### src/rtl/botoes_pkg.sv
// Shared definitions for the button event encoder.
//   NumBotoesDefault : default number of debounced button lines
//   IdxWDefault      : index width for the default button count
//   idx_width()      : index width for an arbitrary button count
package botoes_pkg;

  localparam int unsigned NumBotoesDefault = 13;

  // $clog2 collapses to 0 for a single line; keep at least one bit.
  function automatic int unsigned idx_width(input int unsigned n);
    return (n > 1) ? $clog2(n) : 1;
  endfunction

  localparam int unsigned IdxWDefault = $clog2(NumBotoesDefault);

endpackage

### src/rtl/botoes_event_fifo.sv
// Synchronous FIFO holding button indices.
//   clock, reset : rising-edge clock, asynchronous active-high reset
//   push, push_data : write request and data
//   pop, pop_data   : read request and head data (head is combinational)
//   full, empty     : occupancy flags
// Pointers carry one extra wrap bit: equal pointers mean empty, equal low bits
// with differing wrap bits mean full. Push while full is accepted only together
// with a pop, leaving occupancy unchanged.
module botoes_event_fifo #(
  parameter int unsigned WIDTH = 4,
  parameter int unsigned DEPTH = 4
) (
  input  logic             clock,
  input  logic             reset,
  input  logic             push,
  input  logic [WIDTH-1:0] push_data,
  input  logic             pop,
  output logic [WIDTH-1:0] pop_data,
  output logic             full,
  output logic             empty
);

  localparam int unsigned AddrW = $clog2(DEPTH);
  localparam int unsigned PtrW  = AddrW + 1;

  logic [WIDTH-1:0] mem_q [DEPTH];
  logic [PtrW-1:0]  wr_ptr_q, rd_ptr_q;
  logic             do_push, do_pop;

  assign empty = (wr_ptr_q == rd_ptr_q);
  assign full  = (wr_ptr_q[AddrW] != rd_ptr_q[AddrW]) &&
                 (wr_ptr_q[AddrW-1:0] == rd_ptr_q[AddrW-1:0]);

  assign do_pop  = pop && !empty;
  assign do_push = push && (!full || do_pop);

  assign pop_data = mem_q[rd_ptr_q[AddrW-1:0]];

  always_ff @(posedge clock) begin
    if (do_push) begin
      mem_q[wr_ptr_q[AddrW-1:0]] <= push_data;
    end
  end

  always_ff @(posedge clock or posedge reset) begin
    if (reset) begin
      wr_ptr_q <= '0;
      rd_ptr_q <= '0;
    end else begin
      if (do_push) wr_ptr_q <= wr_ptr_q + PtrW'(1);
      if (do_pop)  rd_ptr_q <= rd_ptr_q + PtrW'(1);
    end
  end

endmodule

### src/rtl/botoes_event_encoder.sv
// Turns debounced button levels into a queue of press events (button indices).
//   clock, reset      : rising-edge clock, asynchronous active-high reset
//   botoes_debounced  : button levels, 1 = pressed
//   evento_ready      : consumer accepts the head event
//   evento_valid      : head event available
//   evento_idx        : index at the FIFO head (0 when empty)
//   pendentes         : some press is still waiting to enter the FIFO
// Optional build macro BOTOES_REPEAT_EN adds auto-repeat: while the button
// pattern is nonzero and stable, every REPEAT_TIME cycles all held buttons are
// marked pending again.
module botoes_event_encoder
  import botoes_pkg::*;
#(
  parameter int unsigned NUM_BOTOES  = NumBotoesDefault,
  parameter int unsigned FIFO_DEPTH  = 4,
  parameter int unsigned REPEAT_TIME = 50000000
) (
  input  logic                               clock,
  input  logic                               reset,
  input  logic [NUM_BOTOES-1:0]              botoes_debounced,
  input  logic                               evento_ready,
  output logic                               evento_valid,
  output logic [idx_width(NUM_BOTOES)-1:0]   evento_idx,
  output logic                               pendentes
);

  localparam int unsigned IdxW = idx_width(NUM_BOTOES);

  if (FIFO_DEPTH < 2 || (FIFO_DEPTH & (FIFO_DEPTH - 1)) != 0) begin : g_bad_depth
    $error("FIFO_DEPTH must be a power of two >= 2");
  end
  if (REPEAT_TIME == 0) begin : g_bad_repeat
    $error("REPEAT_TIME must be nonzero");
  end

  logic [NUM_BOTOES-1:0] prev_q;
  logic [NUM_BOTOES-1:0] pending_q, pending_d;
  logic [NUM_BOTOES-1:0] rise;
  logic [NUM_BOTOES-1:0] repeat_set;
  logic [IdxW-1:0]       low_idx;
  logic [IdxW-1:0]       head_idx;
  logic                  push, pop, full, empty;

  assign rise = botoes_debounced & ~prev_q;

  // Lowest pending index wins: scan high to low so the last hit is the lowest.
  always_comb begin
    low_idx = '0;
    for (int i = NUM_BOTOES - 1; i >= 0; i--) begin
      if (pending_q[i]) low_idx = IdxW'(i);
    end
  end

  // Full FIFO stalls pushes; pending bits simply wait, so nothing is lost.
  assign push = !full && (|pending_q);
  assign pop  = evento_valid && evento_ready;

  // Clear first, then OR in new sets so a same-cycle rise re-arms the bit.
  always_comb begin
    pending_d = pending_q;
    if (push) pending_d[low_idx] = 1'b0;
    pending_d = pending_d | rise | repeat_set;
  end

  // prev resets high so buttons held through reset do not fire.
  always_ff @(posedge clock or posedge reset) begin
    if (reset) begin
      prev_q    <= '1;
      pending_q <= '0;
    end else begin
      prev_q    <= botoes_debounced;
      pending_q <= pending_d;
    end
  end

`ifdef BOTOES_REPEAT_EN
  localparam int unsigned RepW = (REPEAT_TIME > 1) ? $clog2(REPEAT_TIME) : 1;

  logic [RepW-1:0] rep_cnt_q;
  logic            held, rep_hit;

  assign held       = (|botoes_debounced) && (botoes_debounced == prev_q);
  assign rep_hit    = held && (rep_cnt_q == RepW'(REPEAT_TIME - 1));
  assign repeat_set = rep_hit ? botoes_debounced : '0;

  always_ff @(posedge clock or posedge reset) begin
    if (reset) begin
      rep_cnt_q <= '0;
    end else if (!held || rep_hit) begin
      rep_cnt_q <= '0;
    end else begin
      rep_cnt_q <= rep_cnt_q + RepW'(1);
    end
  end
`else
  assign repeat_set = '0;
`endif

  botoes_event_fifo #(
    .WIDTH (IdxW),
    .DEPTH (FIFO_DEPTH)
  ) u_fifo (
    .clock     (clock),
    .reset     (reset),
    .push      (push),
    .push_data (low_idx),
    .pop       (pop),
    .pop_data  (head_idx),
    .full      (full),
    .empty     (empty)
  );

  assign evento_valid = !empty;
  assign evento_idx   = evento_valid ? head_idx : '0;
  assign pendentes    = |pending_q;

endmodule

### config.mk
export PLATFORM = sky130hd
export DESIGN_NAME = botoes_event_encoder
export DESIGN_NICKNAME = d
export VERILOG_FILES = /design/src/rtl/botoes_pkg.sv /design/src/rtl/botoes_event_fifo.sv /design/src/rtl/botoes_event_encoder.sv
export SDC_FILE = /design/constraint.sdc
export NUM_CORES = 1
export LEC_CHECK = 0
export ABC_CLOCK_PERIOD_IN_PS = 5250
export BUFFER_PORTS_ARGS = -buffer_cell sky130_fd_sc_hd__buf_2
export CAP_MARGIN = 0
export CORE_UTILIZATION = 60
export DETAILED_ROUTE_END_ITERATION = 10
export PLACE_DENSITY = 0.88
export SETUP_SLACK_MARGIN = 0.15
export SLEW_MARGIN = 20
export SYNTH_ARGS = -nofsm -noshare
export SYNTH_HDL_FRONTEND = slang
export SYNTH_SLANG_ARGS = --single-unit
export TNS_END_PERCENT = 20
### constraint.sdc
create_clock -name clock -period 5.25 [get_ports clock]
set_input_delay 0.525 -clock clock [delete_from_list [all_inputs] [get_ports clock]]
set_output_delay 0.525 -clock clock [all_outputs]
set_load 0.05 [all_outputs]
==> impl_metrics.json <==
{
  "critPathKind": "register to primary output",
  "die_h_um": 61.2,
  "ys.flop_type": "dfrtp_1",
  "drc": 0,
  "place_congestion": 0.955,
  "fin_crit_sh": 0.486,
  "dieArea_mm2": 0.00374,
  "outcome": "completed",
  "required_ns": 4.72,
  "cts-root-buf": "clkbuf_4",
  "final_cell_mix": "21 x inv_1, 21 x buf_2, 19 x dfrtp_1",
  "swShare": 0.422,
  "grt_pass1_vias": 1206,
  "finalSetupViolCount": 0,
  "grtUsageMet2": 0.348,
  "max_freq_ghz": 0.392,
  "cts_sinks": 48,
  "whs_ns": 0.204,
  "clockPowerShare": 0.125,
  "syn_area_per_cell_um2": 12.9,
  "drt-initial-drc-count": 77,
  "cts_tree": "yes",
  "yosysUniqueCellTypes": 41,
  "antenna_left": 0,
  "ff2ff_setup_slack_ns": 3.31,
  "diodes": 0,
  "cts_buffers": 5,
  "power.density_mw_per_mm2": 607,
  "period_minus_slack_ns": 2.55,
  "p_leak_nw": 0.985,
  "critPathMaxFanout": 7,
  "slew_viol_final": 0,
  "grt-busiest-layer": "met2",
  "top_level_ports": 22,
  "grt_util_all_layers": 0.225,
  "ys_seq_area_frac": 0.618,
  "area_growth_pct": 9.59,
  "totalWireLength_mm": 3.56,
  "ctsHoldBuffers": 0,
  "start_util": 0.630,
  "die_w_um": 61.2,
  "met1_usage": 0.290,
  "peakVddDrop_mv": 0.344,
  "vias": 1310,
  "use_met3": 0.0504,
  "p_comb_frac": 0.428,
  "startpoint_type": "register",
  "io_buffer_count": 21,
  "syn_inst": 163,
  "drt_first_pass_iters": 4,
  "synth-edff-count": 16,
  "critical_path_arrival_ns": 2.03,
  "rsz0062_at_grt": "false",
  "post_drt_via_cell_ratio": 5.55,
  "rows": 21,
  "syn_area_mm2": 0.00210,
  "fin_setup_tns_ns": 0,
  "instances_no_fill": 236,
  "hold_class": "primary input to async pin",
  "tightest_slew_ns": 0.486,
  "postSynth.asyncResetShare": 0.667,
  "yosys_warnings": 0,
  "grt_max_degree": 33,
  "core_mm2": 0.00334,
  "worstSkewPairLatency_ns": 0.37,
  "ys_seq_elements": 48,
  "htreeDepth": 2,
  "relSlewSlack": 0.673,
  "pwr-share-seq": 0.447,
  "wire_per_inst_um": 15.1,
  "drv_cap": 0,
  "endpoint_kind": "primary output",
  "p_sw_uw": 589,
  "overflow": 0,
  "dp_cells": 228,
  "clk_pin_slew_ns": 0.12,
  "fin_util": 0.690,
  "dpl.hpwl_mm": 2.62,
  "grt_pass1_wl_mm": 5.69,
  "clock_skew_ns": 0.00703,
  "antenna_found_initial": 0,
  "drive_gt1_frac": 0.279,
  "synth_nets": 184,
  "internal-power_uw": 807,
  "postCtsSetupBuffers": 0,
  "nets": 210,
  "hold_viol_final": 0,
  "clockBufferDepth": 2,
  "ctsResizeCount": 0
}
[metal layers]
layer,wire length (um),vias up
met5,0,-
met4,85,0
met3,183,9
met2,1810,52
met1,1490,627
li1,-,622
[sequential cells by signal, indices dropped and copies added (netlist names)]
name,cells
prev_q,13
u_fifo.wr_ptr_q,3
pending_q,13
u_fifo.rd_ptr_q,3
u_fifo.mem_q,16
[area by class of cell]
cell class                      count  area (um2)
Tap cell                           46        57.6
Clock buffer                        8        58.8
Timing Repair Buffer               22         113
Fill cell                         247        1030
Multi-Input combinational cell     91         697
Inverter                           21        78.8
Sequential cell                    48        1300
[synthesized netlist by cell type, types with 2 or more instances]
cell type | count | share of area
and2_1 | 7 | 0.021
o21ai_0 | 2 | 0.0048
dfrtp_1 | 19 | 0.23
o31ai_1 | 3 | 0.011
nand2_1 | 10 | 0.018
ha_1 | 5 | 0.030
inv_1 | 21 | 0.038
a21oi_1 | 3 | 0.0071
o21ai_1 | 16 | 0.038
nor2_1 | 8 | 0.014
dfstp_2 | 13 | 0.16
nand3_1 | 4 | 0.0095
a311oi_2 | 2 | 0.014
buf_6 | 2 | 0.011
mux4_2 | 3 | 0.032
o221ai_1 | 2 | 0.0083
xnor2_1 | 4 | 0.017
edfxtp_1 | 16 | 0.23
[worst max-delay path: stages (launching register included)]
cell and delay [ns]:
dfrtp_1 0.53, xnor2_1 0.42, nand3b_1 0.28, and2_1 0.21, buf_2 0.20
[stage by stage]
| step | cell area, um2 | setup WS (ns) | total power [mW] |
|---|---|---|---|
| after floorplan | 2100 | 2.86 | 1.10 |
| after detailed placement | 2240 | 3.15 | 1.23 |
| after CTS | 2300 | 2.70 | 1.41 |
| after global routing | 2300 | 2.54 | 1.49 |
| after global placement | 2240 | 3.21 | 1.19 |
| final | 2300 | 2.70 | 1.40 |
[path summary, 6_finish.rpt]
| path | start | end | depth (start not counted) |
|---|---|---|---|
| max in group asynchronous | reset | prev_q[4]$_DFF_PP1_ | 3 |
| worst min-delay path | reset | pending_q[1]$_DFF_PP0_ | 3 |
| worst min register to register | u_fifo.rd_ptr_q[2]$_DFFE_PP0P_ | u_fifo.rd_ptr_q[2]$_DFFE_PP0P_ | 1 |
| min in group clock | botoes_debounced[2] | prev_q[2]$_DFF_PP1_ | 1 |
| worst max register to register | u_fifo.rd_ptr_q[0]$_DFFE_PP0P_ | u_fifo.mem_q[0][3]$_DFFE_PP_ | 4 |
| worst max-delay path | u_fifo.rd_ptr_q[0]$_DFFE_PP0P_ | evento_idx[0] | 4 |
[kinds of logic after synthesis]
| group | share of synthesized area |
|---|---|
| muxes | 0.0500 |
| and+or+nand+nor | 0.103 |
| adders and majority gates | 0.0298 |
| buffers and inverters | 0.0506 |
| AOI/OAI and AO/OA | 0.113 |
| xor gates and xnor gates | 0.0363 |
| DFF | 0.618 |
[power by group through the flow]
| stage | clock network (mW) | logic [mW] | registers [mW] |
|---|---|---|---|
| 5_1_grt | 0.190 | 0.659 | 0.637 |
| 6_report | 0.175 | 0.598 | 0.624 |
| 3_3_place_gp | 0 | 0.572 | 0.616 |
| 3_5_place_dp | 0 | 0.598 | 0.631 |
| 4_1_cts | 0.180 | 0.603 | 0.624 |
| 2_1_floorplan | 0 | 0.509 | 0.593 |
Note: power is estimated with default switching activity, not from simulation.
